### config.mk
export PLATFORM = sky130hd
export DESIGN_NAME = flagi
export DESIGN_NICKNAME = d
export VERILOG_FILES = /design/src/rtl/flagi_pkg.sv /design/src/rtl/flagi_flag_bit.sv /design/src/rtl/flagi.sv
export SDC_FILE = /design/constraint.sdc
export NUM_CORES = 1
export LEC_CHECK = 0
export ABC_AREA = 1
export BUFFER_PORTS_ARGS = -buffer_cell sky130_fd_sc_hd__buf_2
export CAP_MARGIN = 20
export CORE_AREA = 3 3 40 42
export CTS_BUF_LIST = sky130_fd_sc_hd__clkbuf_4
export DETAILED_ROUTE_END_ITERATION = 16
export DIE_AREA = 0 0 43 45
export PLACE_DENSITY = 0.36
export SLEW_MARGIN = 20
export SYNTH_ARGS = -nofsm -noshare
export SYNTH_HDL_FRONTEND = slang
export SYNTH_SLANG_ARGS = --single-unit
### constraint.sdc
create_clock -name clk -period 0.98 [get_ports clk]
set_input_delay 0.147 -clock clk [delete_from_list [all_inputs] [get_ports clk]]
set_output_delay 0.147 -clock clk [all_outputs]
set_load 0.05 [all_outputs]
### src/rtl/flagi_pkg.sv
// Shared definitions for the flagi status-flag register: bit positions and the flag vector layout.
package flagi_pkg;
  localparam int FLAG_C  = 0;
  localparam int FLAG_OV = 1;
  localparam int FLAG_P  = 2;
  localparam int FLAG_Z  = 3;
  localparam int FLAG_S  = 4;
  localparam int FLAG_W  = 5;

  typedef struct packed {
    logic s;
    logic z;
    logic p;
    logic ov;
    logic c;
  } flags_t;
endpackage

### src/rtl/flagi_flag_bit.sv
// Single status-flag flop: synchronous active-high reset to RST_VAL and a load enable.
module flag_bit #(
  parameter logic RST_VAL = 1'b0
) (
  input  logic clk,
  input  logic rst,
  input  logic en,
  input  logic d,
  output logic q
);
  always_ff @(posedge clk) begin
    if (rst)     q <= RST_VAL;
    else if (en) q <= d;
  end
endmodule

### src/rtl/flagi.sv
// Processor status-flag register {S,Z,P,OV,C}; P/Z/S load every cycle, C/OV only on C_OV_en.
// Optional macro FLAGI_PACKED_OUT_EN adds a packed flag output and a whole-vector restore path.
module flagi
  import flagi_pkg::*;
#(
  parameter logic [FLAG_W-1:0] RST_FLAGS = 5'b00000
) (
  input  logic              clk,
  input  logic              rst,
  input  logic              C_OV_en,
  input  logic              C_in,
  input  logic              OV_in,
  input  logic              P_in,
  input  logic              Z_in,
  input  logic              S_in,
`ifdef FLAGI_PACKED_OUT_EN
  input  logic              flags_restore_en,
  input  logic [FLAG_W-1:0] flags_restore,
  output logic [FLAG_W-1:0] flags_word,
`endif
  output logic              C_out,
  output logic              OV_out,
  output logic              P_out,
  output logic              Z_out,
  output logic              S_out
);
  flags_t            nxt;
  logic [FLAG_W-1:0] nxt_vec;
  logic [FLAG_W-1:0] en_vec;
  logic [FLAG_W-1:0] q_vec;

  always_comb begin
    nxt             = '{s: S_in, z: Z_in, p: P_in, ov: OV_in, c: C_in};
    nxt_vec         = nxt;
    en_vec          = '1;
    en_vec[FLAG_C]  = C_OV_en;
    en_vec[FLAG_OV] = C_OV_en;
`ifdef FLAGI_PACKED_OUT_EN
    // Interrupt return reloads every flag and overrides the ALU path.
    if (flags_restore_en) begin
      nxt_vec = flags_restore;
      en_vec  = '1;
    end
`endif
  end

  for (genvar i = 0; i < FLAG_W; i++) begin : g_flag
    flag_bit #(.RST_VAL(RST_FLAGS[i])) u_bit (
      .clk (clk),
      .rst (rst),
      .en  (en_vec[i]),
      .d   (nxt_vec[i]),
      .q   (q_vec[i])
    );
  end

  assign C_out  = q_vec[FLAG_C];
  assign OV_out = q_vec[FLAG_OV];
  assign P_out  = q_vec[FLAG_P];
  assign Z_out  = q_vec[FLAG_Z];
  assign S_out  = q_vec[FLAG_S];
`ifdef FLAGI_PACKED_OUT_EN
  assign flags_word = q_vec;
`endif
endmodule

==> impl.org, run 1 <==
** CTS
- TritonCTS created 3 clock buffers.
- After clock tree synthesis, the clock-pin slew on the worst setup and hold paths is 40 ps.
- In this run, post-CTS hold repair placed 0 buffers.
- The tree is rooted in a sky130_fd_sc_hd__clkbuf_4.
- Clock tree buffer depth :: 2
- Number of H-tree levels :: 1
- Number of sinks on the clock net :: 5
- TritonCTS built the clock tree.
- Setup repair bufs after CTS :: 0
- The later pin in the worst-skew pair is clocked with a latency of 240 ps.
- Post-CTS repair changed the size of 0 cells.

** Setup path
- Source of the critical timing path :: g_flag[3].u_bit.q$_SDFF_PP0_
- The cell family contributing the most delay on the critical path is flip-flops.
- CP peak stage delay :: roughly 300 ps
- At the worst endpoint, the required time is between 800 and 900 ps.
- Endpoint class of the critical path :: output pin
- On the critical path, the stage with the largest delay is an instance of sky130_fd_sc_hd__dfxtp_1.
- Together, buffers and inverters on the worst path number 1.
- Data arrives at the worst endpoint at 790 ps.
- The worst register-to-register path begins at g_flag[1].u_bit.q$_SDFFE_PP0P_.
- STA classifies the critical path startpoint as a flip-flop.
- The critical path is of the reg -> out type.
- Walking the worst path, the cells encountered are buf_2.
- Maximum fanout encountered on the critical timing path :: 1

** Pwr
- Max IR drop VDD :: ~0.74 mV
- In this run, flip-flops and latches consume 38.6% of the power.
- Power consumption :: about 0.57 mW
- Summed over all nets, the switching power comes to 0.145 mW.
- Net switching is approximately 25% of the power.
- Part of the power in combinational logic :: 16.2%
- Static Leakage :: around 0.17 nW
- Dividing total power by cell area gives a power density of 2050 nW/um^2.
- Cell internal power was estimated by the tool at 0.426 mW.
- The clock network burns a little under half of the power.

** Finish
- Once layout is complete, the cells apart from fillers number 53.
- More flip-flops sit in one register than any other, and that register is g_flag.u_bit.q.
- The register with the most flip-flops in the layout has 5 of them.
- Share of cells above drive strength 1 :: approximately 45%
- N_diodes :: 0
- The largest registers in the layout are g_flag.u_bit.q: 5 flops.
- After the last flow step, the layout net total stands at 47.
- Area of all placed cells without fillers :: 278 sq um
- The area growth from synthesis to layout is 69.5%.

** Routing
- Initial DRT Pass Iterations :: 2
- Vias post-DR :: roughly 160
- Dividing the detail-routed wire length by the instance count gives 6.47 um.
- In the routed design, unresolved DRC markers number 0.
- Final wirelength :: between 300 and 400 um
- For this block, the initial DRC count from the detailed router was 1.
- Residual antenna-violating net count after detailed routing :: 0
- Via-per-instance ratio :: slightly above 3

** STA
- The routed design could run at a clock period as short as 934 ps.
- Number of hold-slack violations in the final timing report :: 0
- Worst slew margin relative to its limit :: between 80 and 90%
- The worst path uses 95.3% of the clock period.
- Transition time at the pin with the least slew margin :: around 260 ps
- Final count of pins violating max slew :: 0
- Setup violations remaining at the end of the flow were counted as 0.
- Peak Freq :: 1070 MHz
- Sum of negative setup slack :: 0 ps
- Across the routed clock network, the largest skew measured is 0 ps.
- Unrepaired setup endpoints after global routing :: no
- Final worst hold slack :: 112 ps

** Floorplanning
- Initial Util :: 12.8%
- From bottom edge to top edge, the die measures 45 um.
- In this run the core area contains 13 standard-cell rows.
- Die outline width :: 43 um
- The die covers 1940 sq um.
- Top Ports :: 13
- Placeable core area :: 1280 sq um

** Place
- Quantity of I/O buffers inserted on ports :: 12
- The placed instances occupy a cell area of 243 sq um.
- Number of cells after detailed placement :: 49
- Placer's final routability congestion estimate :: 0.580

** Global route
- Via count of the first global-routing pass :: 175
- Global routing consumed, over all layers together, 5.42% of the routing resources.
- Global route overflow :: 0
- The initial antenna violation count came to 0.
- The first global-routing pass estimated 662 um of wire.
- Entering global routing, the biggest net connects 5 pins.

** Logic synthesis
- Summing every instance area after synthesis gives between 150 and 200 sq um.
- Synthesis instantiated 5 different standard cells from the library.
- Number of nets produced by synthesis :: 30
- The average instance in the mapped netlist occupies 7.45 sq um.
- For this run, the number of Yosys warnings is 0.
- For this run, the register share of the synthesized area comes to 61.1%.
- After synthesis the netlist holds a flip-flop and latch count of 5.
- Post-Synthesis Cells :: 22

** Run
- Max-cap violations in this run came to 0.

** Run status
- The flow ran to the end, and the final reports show no timing, DRC or antenna violations.

** Hold path
- Kind of path behind the tightest hold check :: in -> reg
- The worst hold path begins at S_in.
power by group through the flow:
stage          Sequential (mW)  Clock [mW]  Combinational, mW
2_1_floorplan            0.267           0             0.0156
3_3_place_gp             0.223           0             0.0908
3_5_place_dp             0.223           0             0.0905
4_1_cts                  0.220       0.273             0.0906
5_1_grt                  0.221       0.286              0.103
6_report                 0.220       0.259             0.0922
logic make-up (layout without fill, tap and decap cells):
kind of cell | after synthesis | count (layout) | share of synthesized area [%]
and+or+nand+nor | 11 | 11 | 25.2
buffers and inverters | 6 | 22 | 13.7
DFF | 5 | 5 | 61.1
worst paths after layout:
kind                            slack [ps]  depth (start not counted)                        endpoint
worst min-delay path                   110                          3    g_flag[4].u_bit.q$_SDFF_PP0_
worst min register to register         470                          2  g_flag[0].u_bit.q$_SDFFE_PP0P_
worst max-delay path                    50                          1                           Z_out
worst max register to register         440                          2  g_flag[1].u_bit.q$_SDFFE_PP0P_
through the flow:
step	util, %	worst slack (ps)
CTS	21.2	9.69
detailed placement	18.9	272
finish	21.6	45.6
global route	21.6	9.17
floorplan	-	122
global placement	18.9	273
area by class of cell:
class / count / area (sq um)
Fill cell: 139 / 1010
Sequential cell: 5 / 100
Timing Repair Buffer: 12 / 65.1
Multi-Input combinational cell: 11 / 41.3
Clock buffer: 4 / 30.0
Inverter: 6 / 22.5
Tap cell: 15 / 18.8
routing by layer:
| layer | GRT usage, % | routed length (um) |
|---|---|---|
| met1 | 3.87 | 147 |
| met2 | 6.89 | 102 |
| met3 | 7.97 | 93 |
| met4 | 3.61 | 0 |
| met5 | 0 | 0 |
tightest hold or removal path: stages:
cell	delay (ps)
sky130_fd_sc_hd__buf_2	70
sky130_fd_sc_hd__inv_1	30
sky130_fd_sc_hd__nor2_1	60
cell usage in the layout, fill, tap and decap left out:
cell type,count
sky130_fd_sc_hd__nand2_1,4
sky130_fd_sc_hd__inv_2,1
sky130_fd_sc_hd__nor2_1,7
sky130_fd_sc_hd__inv_1,5
sky130_fd_sc_hd__dfxtp_1,5
sky130_fd_sc_hd__clkbuf_4,6
sky130_fd_sc_hd__buf_2,10
synthesized netlist by cell type (all sizes together):
library cell | n | area, sq um
inv | 6 | 22.5
dfxtp | 5 | 100
nand2 | 4 | 15.0
nor2 | 7 | 26.3
Power figures use the tool's default switching activity.
==> run 2, diff against run 1 <==
--- a/config.mk
+++ b/config.mk
@@ -12,8 +12,9 @@
 export CTS_BUF_LIST = sky130_fd_sc_hd__clkbuf_4
 export DETAILED_ROUTE_END_ITERATION = 16
 export DIE_AREA = 0 0 43 45
-export PLACE_DENSITY = 0.36
+export PLACE_DENSITY = 0.41
 export SLEW_MARGIN = 20
 export SYNTH_ARGS = -nofsm -noshare
 export SYNTH_HDL_FRONTEND = slang
+export SYNTH_HIERARCHICAL = 1
 export SYNTH_SLANG_ARGS = --single-unit
==> run 2 against run 1 <==
Sequential cell count did not move. Die area did not move. Clock power barely moved. Non-clock buffer count did not move. Maximum frequency rose by 1.1%. Count of clock-buffer cells in the layout did not move. Synthesized cell count rose by 64%. Final area rose by 33%. Critical endpoint is now OV_out. Largest cell class is now multi-input gates.
==> impl.org, run 2 <==
** Run status
- Status :: complete, no violations (unchanged)

** Setup path
- Logic depth of the worst register-to-register path :: 2 (unchanged)
- The launching instance or port of the critical path was g_flag[1].u_bit/q$_SDFFE_PP0P_ (was g_flag[3].u_bit.q$_SDFF_PP0_).
- Cell-by-cell trace of the critical path: clkbuf_4 (was buf_2).
- The cell with the largest stage delay on the worst path is sky130_fd_sc_hd__dfxtp_1 (unchanged).
- CP peak stage delay :: 320 ps (was 300 ps)
- The endpoint required time on the critical path was 830 ps (about the same).
- Number of gates on the worst path with buffers counted :: 1 (unchanged)
- The launch instance of the worst register-to-register path is g_flag[0].u_bit/q$_SDFFE_PP0P_ (was g_flag[1].u_bit.q$_SDFFE_PP0P_).
- The arrival time of data at the critical path endpoint is 780 ps (was 790 ps).
- Crit path buffers/inverters :: 1 (unchanged)
- Reg-to-reg setup timing slack :: 400 ps (was 440 ps)
- The kind of end point of the critical path is an output pin (unchanged).
- The endpoint of the lowest-slack register-to-register path is g_flag[0].u_bit/q$_SDFFE_PP0P_ (was g_flag[1].u_bit.q$_SDFFE_PP0P_).
- The cell family with the largest share of critical-path delay was flip-flops (unchanged).
- Worst setup SP type :: flip-flop (unchanged)
- Maximum fanout encountered on the critical timing path :: 2 (was 1)
- The end point of the critical path was OV_out (was Z_out).
- Start-to-end type of the worst setup path :: reg -> out (unchanged)

** Routing
- Initial DRT Pass Iterations :: 1 (was 2)
- Final wirelength :: 422 um (was 343 um)
- The average wire per cell in the routed design was 5.86 um (was 6.47 um).
- Via-per-instance ratio :: 2.94 (was 3.09)
- Residual antenna-violating net count after detailed routing :: 0 (unchanged)
- Vias post-DR :: 212 (was 164)
- Violation count after the first detailed-routing iteration :: 0 (was 1)
- The DRC violation count after routing was 0 (unchanged).

** Logic synthesis
- The dominant combinational cell family by area after synthesis is simple AND/OR/NAND/NOR gates (unchanged).
- XOR/XNOR share of the synthesized area :: 0% (unchanged)
- Count of flip-flops with a built-in enable after synthesis :: 0 (unchanged)
- The simple-gate share of the synthesized area came to 38.3% (was 25.2%).
- The synthesized-area fraction occupied by ao, oa, aoi and oai cells came to 0% (unchanged).
- The netlist area before placement is 229 sq um (was 164 sq um).
- Async set-or-reset flop fraction in the synthesized netlist :: 0% (unchanged)
- Most area-consuming cells after synthesis :: sky130_fd_sc_hd__dfxtp_1 44%, sky130_fd_sc_hd__inv_1 16%, sky130_fd_sc_hd__nand2_1 16%, sky130_fd_sc_hd__nor2_2 14%, sky130_fd_sc_hd__nor2_1 8.2% (was sky130_fd_sc_hd__dfxtp_1 61%, sky130_fd_sc_hd__nor2_1 16%, sky130_fd_sc_hd__inv_1 11%, sky130_fd_sc_hd__nand2_1 9.2%, sky130_fd_sc_hd__inv_2 2.3%)
- Most instantiated cells after synthesis: 10 x sky130_fd_sc_hd__inv_1, 10 x sky130_fd_sc_hd__nand2_1, 5 x sky130_fd_sc_hd__dfxtp_1, 5 x sky130_fd_sc_hd__nor2_1, 5 x sky130_fd_sc_hd__nor2_2 (was 7 x sky130_fd_sc_hd__nor2_1, 5 x sky130_fd_sc_hd__dfxtp_1, 5 x sky130_fd_sc_hd__inv_1, 4 x sky130_fd_sc_hd__nand2_1, 1 x sky130_fd_sc_hd__inv_2).
- Count of different cell masters after synthesis :: 6 (was 5)
- The mean instance size in the synthesized netlist is 6.36 sq um (was 7.45 sq um).
- Portion of netlist area occupied by mux cells :: 0% (unchanged)
- The fraction of the mapped netlist area in adder cells came to 0% (unchanged).
- The fraction of synthesized cell area taken by the top area cell type is 43.7% (was 61.1%).
- Number of synthesis warnings :: 6 (was 0)
- The number of register bits inferred by synthesis came to 5 (unchanged).
- Most common flop cell mapped by yosys :: sky130_fd_sc_hd__dfxtp_1 (unchanged)
- Post-synthesis cell type with the largest combined area :: sky130_fd_sc_hd__dfxtp_1 (unchanged)
- Sequential element share of the synthesized area :: 43.7% (was 61.1%)
- The post-synthesis cell count is 36 (was 22).

** Global route
- The initial antenna violation count was 0 (unchanged).
- Via count of the first global-routing pass :: 183 (was 175)
- Maximum number of pins on one net before global-route repair :: 6 (was 5)
- The wire length of the first global-routing pass was 710 um (was 662 um).
- The global-route congestion overflow total was 0 (unchanged).
- The total global-route track usage is 5.25% (was 5.42%).

** CTS
- The number of H-tree branching levels is 1 (unchanged).
- The number of buffers created by CTS was 3 (unchanged).
- The clock-pin slew on the worst setup and hold paths was 40 ps (about the same).
- The post-cts sizing count is 1 (was 0).
- CTS hold repair buffers :: 0 (unchanged)
- Number of sinks on the clock net :: 5 (unchanged)
- The CTS tree was built (unchanged).
- The post-CTS setup buffer count came to 0 (unchanged).
- The cell at the root of the clock tree was sky130_fd_sc_hd__clkbuf_4 (unchanged).
- The clock latency reported for the late side of the worst-skew pair is 230 ps (was 240 ps).
- The buffer levels on the longest clock path was 2 (unchanged).

** STA
- The count of final setup violators came to 0 (unchanged).
- Number of hold-slack violations in the final timing report :: 0 (unchanged)
- The clock period minus worst slack is 924 ps (was 934 ps).
- Final period utilization :: 94.3% (was 95.3%)
- Sum of negative setup slack :: 0 ps (unchanged)
- Unrepaired setup endpoints after global routing :: no (unchanged)
- Minimum setup slack in the final design :: 55.5 ps (was 45.6 ps)
- The clock tree skew after final layout is 0 ps (unchanged).
- Peak Freq :: 1080 MHz (was 1070 MHz)
- Final count of pins violating max slew :: 0 (unchanged)

** Finish
- Total area of multi-input combinational cells :: 110 sq um (was 41.3 sq um)
- Non-filler cells, final :: 72 (was 53)
- Share of cells above drive strength 1 :: 36.8% (was 44.7%)
- FF+latch area :: 100 sq um (unchanged)
- The post-layout utilization of the core was 28.7% (was 21.6%).
- The number of diodes added for antenna fixing came to 0 (unchanged).
- Total of fill cells in the finished design :: 151 (was 139)
- Area overhead of the layout relative to synthesis :: 61.2% (was 69.5%)
- Leading registers by flop count :: g_flag.u_bit/q: 5 flops (was g_flag.u_bit.q: 5 flops)
- Commonest cells after routing, fill and taps aside :: 10 x sky130_fd_sc_hd__inv_1, 10 x sky130_fd_sc_hd__nand2_1, 8 x sky130_fd_sc_hd__clkbuf_4 (was 10 x sky130_fd_sc_hd__buf_2, 7 x sky130_fd_sc_hd__nor2_1, 6 x sky130_fd_sc_hd__clkbuf_4)
- The number of flip-flops in the largest register was 5 (unchanged).
- The final net count came to 66 (was 47).
- Register with the most flip-flops :: g_flag.u_bit/q (was g_flag.u_bit.q)

** Pwr
- Power consumption :: 0.611 mW (was 0.571 mW)
- PD cells :: 1660 nW/um^2 (was 2050 nW/um^2)
- Max IR drop VDD :: 0.411 mV (was 0.735 mV)
- Static Leakage :: 0.232 nW (was 0.167 nW)

** Run
- Max Cap Violations :: 0 (unchanged)

** Floorplanning
- The chip width was 43 um (unchanged).
- Top Ports :: 13 (unchanged)
- The height of the die was 45 um (unchanged).
- Initial Util :: 17.8% (was 12.8%)
- The floorplan row count came to 13 (unchanged).
- The die footprint came to 1940 sq um (unchanged).
- Placeable core area :: 1280 sq um (unchanged)

** Place
- The setup slack after placement was 249 ps (was 272 ps).
- The number of instances in the placed design came to 68 (was 49).
- The routability congestion estimate from global placement was 0.635 (was 0.580).
- Quantity of I/O buffers inserted on ports :: 12 (unchanged)
- The wire-length estimate of the detail-placed layout is around 340 um.

** Hold path
- Kind of path behind the tightest hold check :: in -> reg (unchanged)
## run 2: cell count changes after synthesis
cell | before | now
sky130_fd_sc_hd__nand2_1 | 4 | 10
sky130_fd_sc_hd__conb_1 | 0 | 1
sky130_fd_sc_hd__inv_1 | 5 | 10
sky130_fd_sc_hd__nor2_1 | 7 | 5
sky130_fd_sc_hd__nor2_2 | 0 | 5
sky130_fd_sc_hd__inv_2 | 1 | 0
## run 2: metrics by stage
stage               instance area [sq um]  hold slack (ps)
floorplan                             248              284
global placement                      327              434
detailed placement                    327              436
CTS                                   359              185
global route                          369              213
finish                                369              189
## run 2: kinds of logic after synthesis
group,Yosys count
buf+inv,10
flops,5
other cells,1
simple gates,20
## run 2: metal layers
metal | track usage, % | share of wire, %
met1 | 6.51 | 49
met2 | 6.29 | 36
met3 | 2.39 | 14
met4 | 5.42 | 1.7
met5 | 0 | 0
## run 2: cell type report
cell class | instances | share of cell area, %
Clock buffer | 4 | 8.14
Inverter | 10 | 10.2
Multi-Input combinational cell | 26 | 29.8
Sequential cell | 5 | 27.1
Tap cell | 15 | 5.08
Timing Repair Buffer | 12 | 19.7
## run 2: worst min-delay path by stage
stage	slack (ps)	start	endpoint	cells past startpoint
final	190	C_OV_en	g_flag[1].u_bit/q$_SDFFE_PP0P_	3
after global routing	210	C_OV_en	g_flag[0].u_bit/q$_SDFFE_PP0P_	3
after CTS	190	C_OV_en	g_flag[1].u_bit/q$_SDFFE_PP0P_	3
after detailed placement	440	C_OV_en	g_flag[0].u_bit/q$_SDFFE_PP0P_	3
after global placement	430	C_OV_en	g_flag[0].u_bit/q$_SDFFE_PP0P_	3
after floorplan	280	C_OV_en	g_flag[0].u_bit/q$_SDFFE_PP0P_	2
## run 2: power breakdown
| group | switching [mW] | internal [mW] | leakage, nW |
|---|---|---|---|
| clock | 0.0777 | 0.181 | 0.0184 |
| sequential | 0.00614 | 0.219 | 0.0416 |
| combinational | 0.0856 | 0.0421 | 0.172 |
==> run 3, diff against run 2 <==
--- a/config.mk
+++ b/config.mk
@@ -13,6 +13,7 @@
 export DETAILED_ROUTE_END_ITERATION = 16
 export DIE_AREA = 0 0 43 45
 export PLACE_DENSITY = 0.41
+export RECOVER_POWER = 100
 export SLEW_MARGIN = 20
 export SYNTH_ARGS = -nofsm -noshare
 export SYNTH_HDL_FRONTEND = slang
==> run 3 against run 2 <==
Setup slack hardly changed. Clock skew did not move. Critical endpoint unchanged. Worst hold slack about the same. Final area down 0.34%. Global-route usage is the same. First-iteration DRC count did not move. Total power fell by 0.11%. Via count unchanged. Critical path type unchanged. Largest power group unchanged. Clock power hardly changed.
==> impl.org, run 3 (synthesis results as in run 2) <==
** STA
- Final period demand of the worst path :: 924 ps (about the same)
- Total setup violations reported at the end of the flow :: 0 (unchanged)
- Final count of pins violating max slew :: 0 (unchanged)
- The final worst-path setup slack was 55.6 ps (was 55.5 ps).
- The number of endpoints with negative hold slack in the final report was 0 (unchanged).
- The maximum operating frequency was 1080 MHz (about the same).
- The post-route clock period utilization was 94.3% (about the same).
- Sum of negative setup slack :: 0 ps (unchanged)
- Worst clock skew on the final layout :: 0 ps (unchanged)
- Unrepaired setup endpoints after global routing :: no (unchanged)

** Place
- Post-detailed-placement half-perimeter wirelength :: 343 um (unchanged)
- Place WS :: 249 ps (unchanged)
- The count of buffers from port buffering came to 12 (unchanged).
- Placer's final routability congestion estimate :: 0.635 (unchanged)
- Number of cells after detailed placement :: 68 (unchanged)
- Placed Area :: 327 sq um (unchanged)

** Setup path
- The kind of start point of the critical path is a flip-flop (unchanged).
- The delay of the slowest critical-path stage was 320 ps (about the same).
- Crit path buffers/inverters :: 1 (unchanged)
- The cell family with the largest share of critical-path delay is flip-flops (unchanged).
- The arrival time of data at the critical path endpoint came to 780 ps (about the same).
- Critical-path top delay cell :: sky130_fd_sc_hd__dfxtp_1 (unchanged)
- The kind of end point of the critical path is an output pin (unchanged).
- Start-to-end type of the worst setup path :: reg -> out (unchanged)
- Maximum fanout encountered on the critical timing path :: 2 (unchanged)
- Cell-by-cell trace of the critical path: clkbuf_4 (unchanged).
- Reg-to-reg setup timing slack :: 400 ps (about the same)
- Required time worst endpoint :: 830 ps (about the same)

** Pwr
- The total power draw is 0.611 mW (about the same).
- The part of the power in the clock network is 42.4% (was 42.3%).
- The net switching share of the total power is 27.7% (about the same).
- Internal power component :: 0.441 mW (was 0.442 mW)
- Relative contribution of sequential cells to total power :: 36.8% (about the same)
- The power density normalized to cell area is 1660 nW/um^2 (about the same).
- Net Sw Power :: 0.169 mW (about the same)
- The maximum ir drop on the vdd rail came to 0.411 mV (about the same).
- The static leakage is 0.230 nW (was 0.232 nW).
- Part of the power in combinational logic :: 20.8% (was 20.9%)

** Routing
- The average wire per cell in the routed design is 5.89 um (was 5.86 um).
- The detail-routed via count per cell is 2.94 (unchanged).
- Residual antenna-violating net count after detailed routing :: 0 (unchanged)
- The count of vias placed by the detailed router came to 212 (unchanged).
- DRC :: 0 (unchanged)
- Final wirelength :: 424 um (was 422 um)
- The number of detailed-route iterations in the first pass came to 1 (unchanged).
- The number of violations reported at the end of detailed-routing iteration 0 was 0 (unchanged).

** Floorplanning
- Floorplan row count :: 13 (unchanged)
- The effective utilization at floorplan was 17.8% (unchanged).
- The core region area was 1280 sq um (unchanged).
- Y dimension of the die :: 45 um (unchanged)
- The die footprint was 1940 sq um (unchanged).
- Die outline width :: 43 um (unchanged)
- The count of pins on the block boundary came to 13 (unchanged).

** Run
- Max Cap Violations :: 0 (unchanged)

** CTS
- Clock latency at the later pin of the worst-skew pair :: 230 ps (about the same)
- Cts bufs inserted :: 3 (unchanged)
- CTS hold repair buffers :: 0 (unchanged)
- The number of sinks handled by clock tree synthesis is 5 (unchanged).
- Clock-pin slew of the registers on the worst-case setup and hold paths :: 40 ps (about the same)
- CTS tree :: built (unchanged)
- Clock tree buffer depth :: 2 (unchanged)
- Setup repair bufs after CTS :: 0 (unchanged)
- Cell at the root of the clock tree :: sky130_fd_sc_hd__clkbuf_4 (unchanged)
- The number of H-tree branching levels is 1 (unchanged).

** Finish
- Flip-flop count of the largest register, all copies and words added :: 5 (unchanged)
- The area overhead of the layout relative to synthesis is 60.7% (was 61.2%).
- The final net count is 66 (unchanged).
- N_diodes :: 0 (unchanged)
- The proportion of layout cells with a drive suffix above 1 is 35.1% (was 36.8%).
- The top register by number of flip-flops is g_flag.u_bit/q (unchanged).
- Commonest cells after routing, fill and taps aside :: 10 x sky130_fd_sc_hd__inv_1, 10 x sky130_fd_sc_hd__nand2_1, 8 x sky130_fd_sc_hd__clkbuf_4 (unchanged)
- Leading registers by flop count: g_flag.u_bit/q: 5 flops (unchanged).
- FF+latch area :: 100 sq um (unchanged)
- Total area of multi-input combinational cells :: 110 sq um (unchanged)
- The total of fill cells in the finished design is 150 (was 151).
- Area of all placed cells without fillers :: 368 sq um (was 369 sq um)
- The filler-free cell count of the finished design came to 72 (unchanged).

** Global route
- Maximum number of pins on one net before global-route repair :: 6 (unchanged)
- Number of antenna violations at the first check in global routing :: 0 (unchanged)
- The global-route congestion overflow total is 0 (unchanged).
- Global-route wire length before repair :: 710 um (unchanged)
- The total global-route track usage came to 5.25% (unchanged).
- The number of global-route vias before repair was 183 (unchanged).

** Hold path
- The type of the most critical hold path is in -> reg (unchanged).

** Run status
- Status: complete, no violations (unchanged).
==> run 3: cell types whose count changed in the layout (fill, tap and decap cells not counted), sizes merged <==
cell    previous run  this run
buf                8         7
clkbuf             8         9
==> run 3: final cells by class <==
class	count	area share [%]
clock buffers	4	8.16
inverters	10	10.2
multi-input cells	26	29.9
flip-flops and latches	5	27.2
well taps	15	5.10
repair buffers	12	19.4
==> run 3: path summary, 6_finish.rpt <==
check / start / cells past startpoint / endpoint
worst max-delay path: g_flag[1].u_bit/q$_SDFFE_PP0P_ / 1 / OV_out
worst min-delay path: C_OV_en / 3 / g_flag[1].u_bit/q$_SDFFE_PP0P_
worst max register to register: g_flag[0].u_bit/q$_SDFFE_PP0P_ / 2 / g_flag[0].u_bit/q$_SDFFE_PP0P_
worst min register to register: g_flag[0].u_bit/q$_SDFFE_PP0P_ / 2 / g_flag[0].u_bit/q$_SDFFE_PP0P_
==> run 3: stage by stage <==
stage	util [%]	hold WS, ps
CTS	27.9	185
detailed placement	25.4	436
global placement	25.4	434
floorplan	-	284
finish	28.6	189
global route	28.6	213
==> run 3: layer usage <==
metal / global-route usage [%] / wire length [um] / vias to the layer above
met5: 0 / 0 / -
met4: 5.42 / 7 / 0
met3: 2.39 / 58 / 2
met2: 6.29 / 146 / 10
met1: 6.51 / 211 / 67
li1: - / - / 133
==> run 3: power groups by stage <==
stage          Clock [mW]  Combinational [mW]  Sequential, mW
5_1_grt             0.285               0.142           0.226
2_1_floorplan           0              0.0374           0.278
6_report            0.259               0.127           0.225
4_1_cts             0.273               0.123           0.225
3_3_place_gp            0               0.122           0.228
3_5_place_dp            0               0.121           0.228
==> run 3: repair_timing <==
item | in CTS | in global routing
gates cloned | 0 | 0
hold endpoints to repair | 0 | 0
setup endpoints to repair | 1 | 4
gates resized for setup | 1 | 4
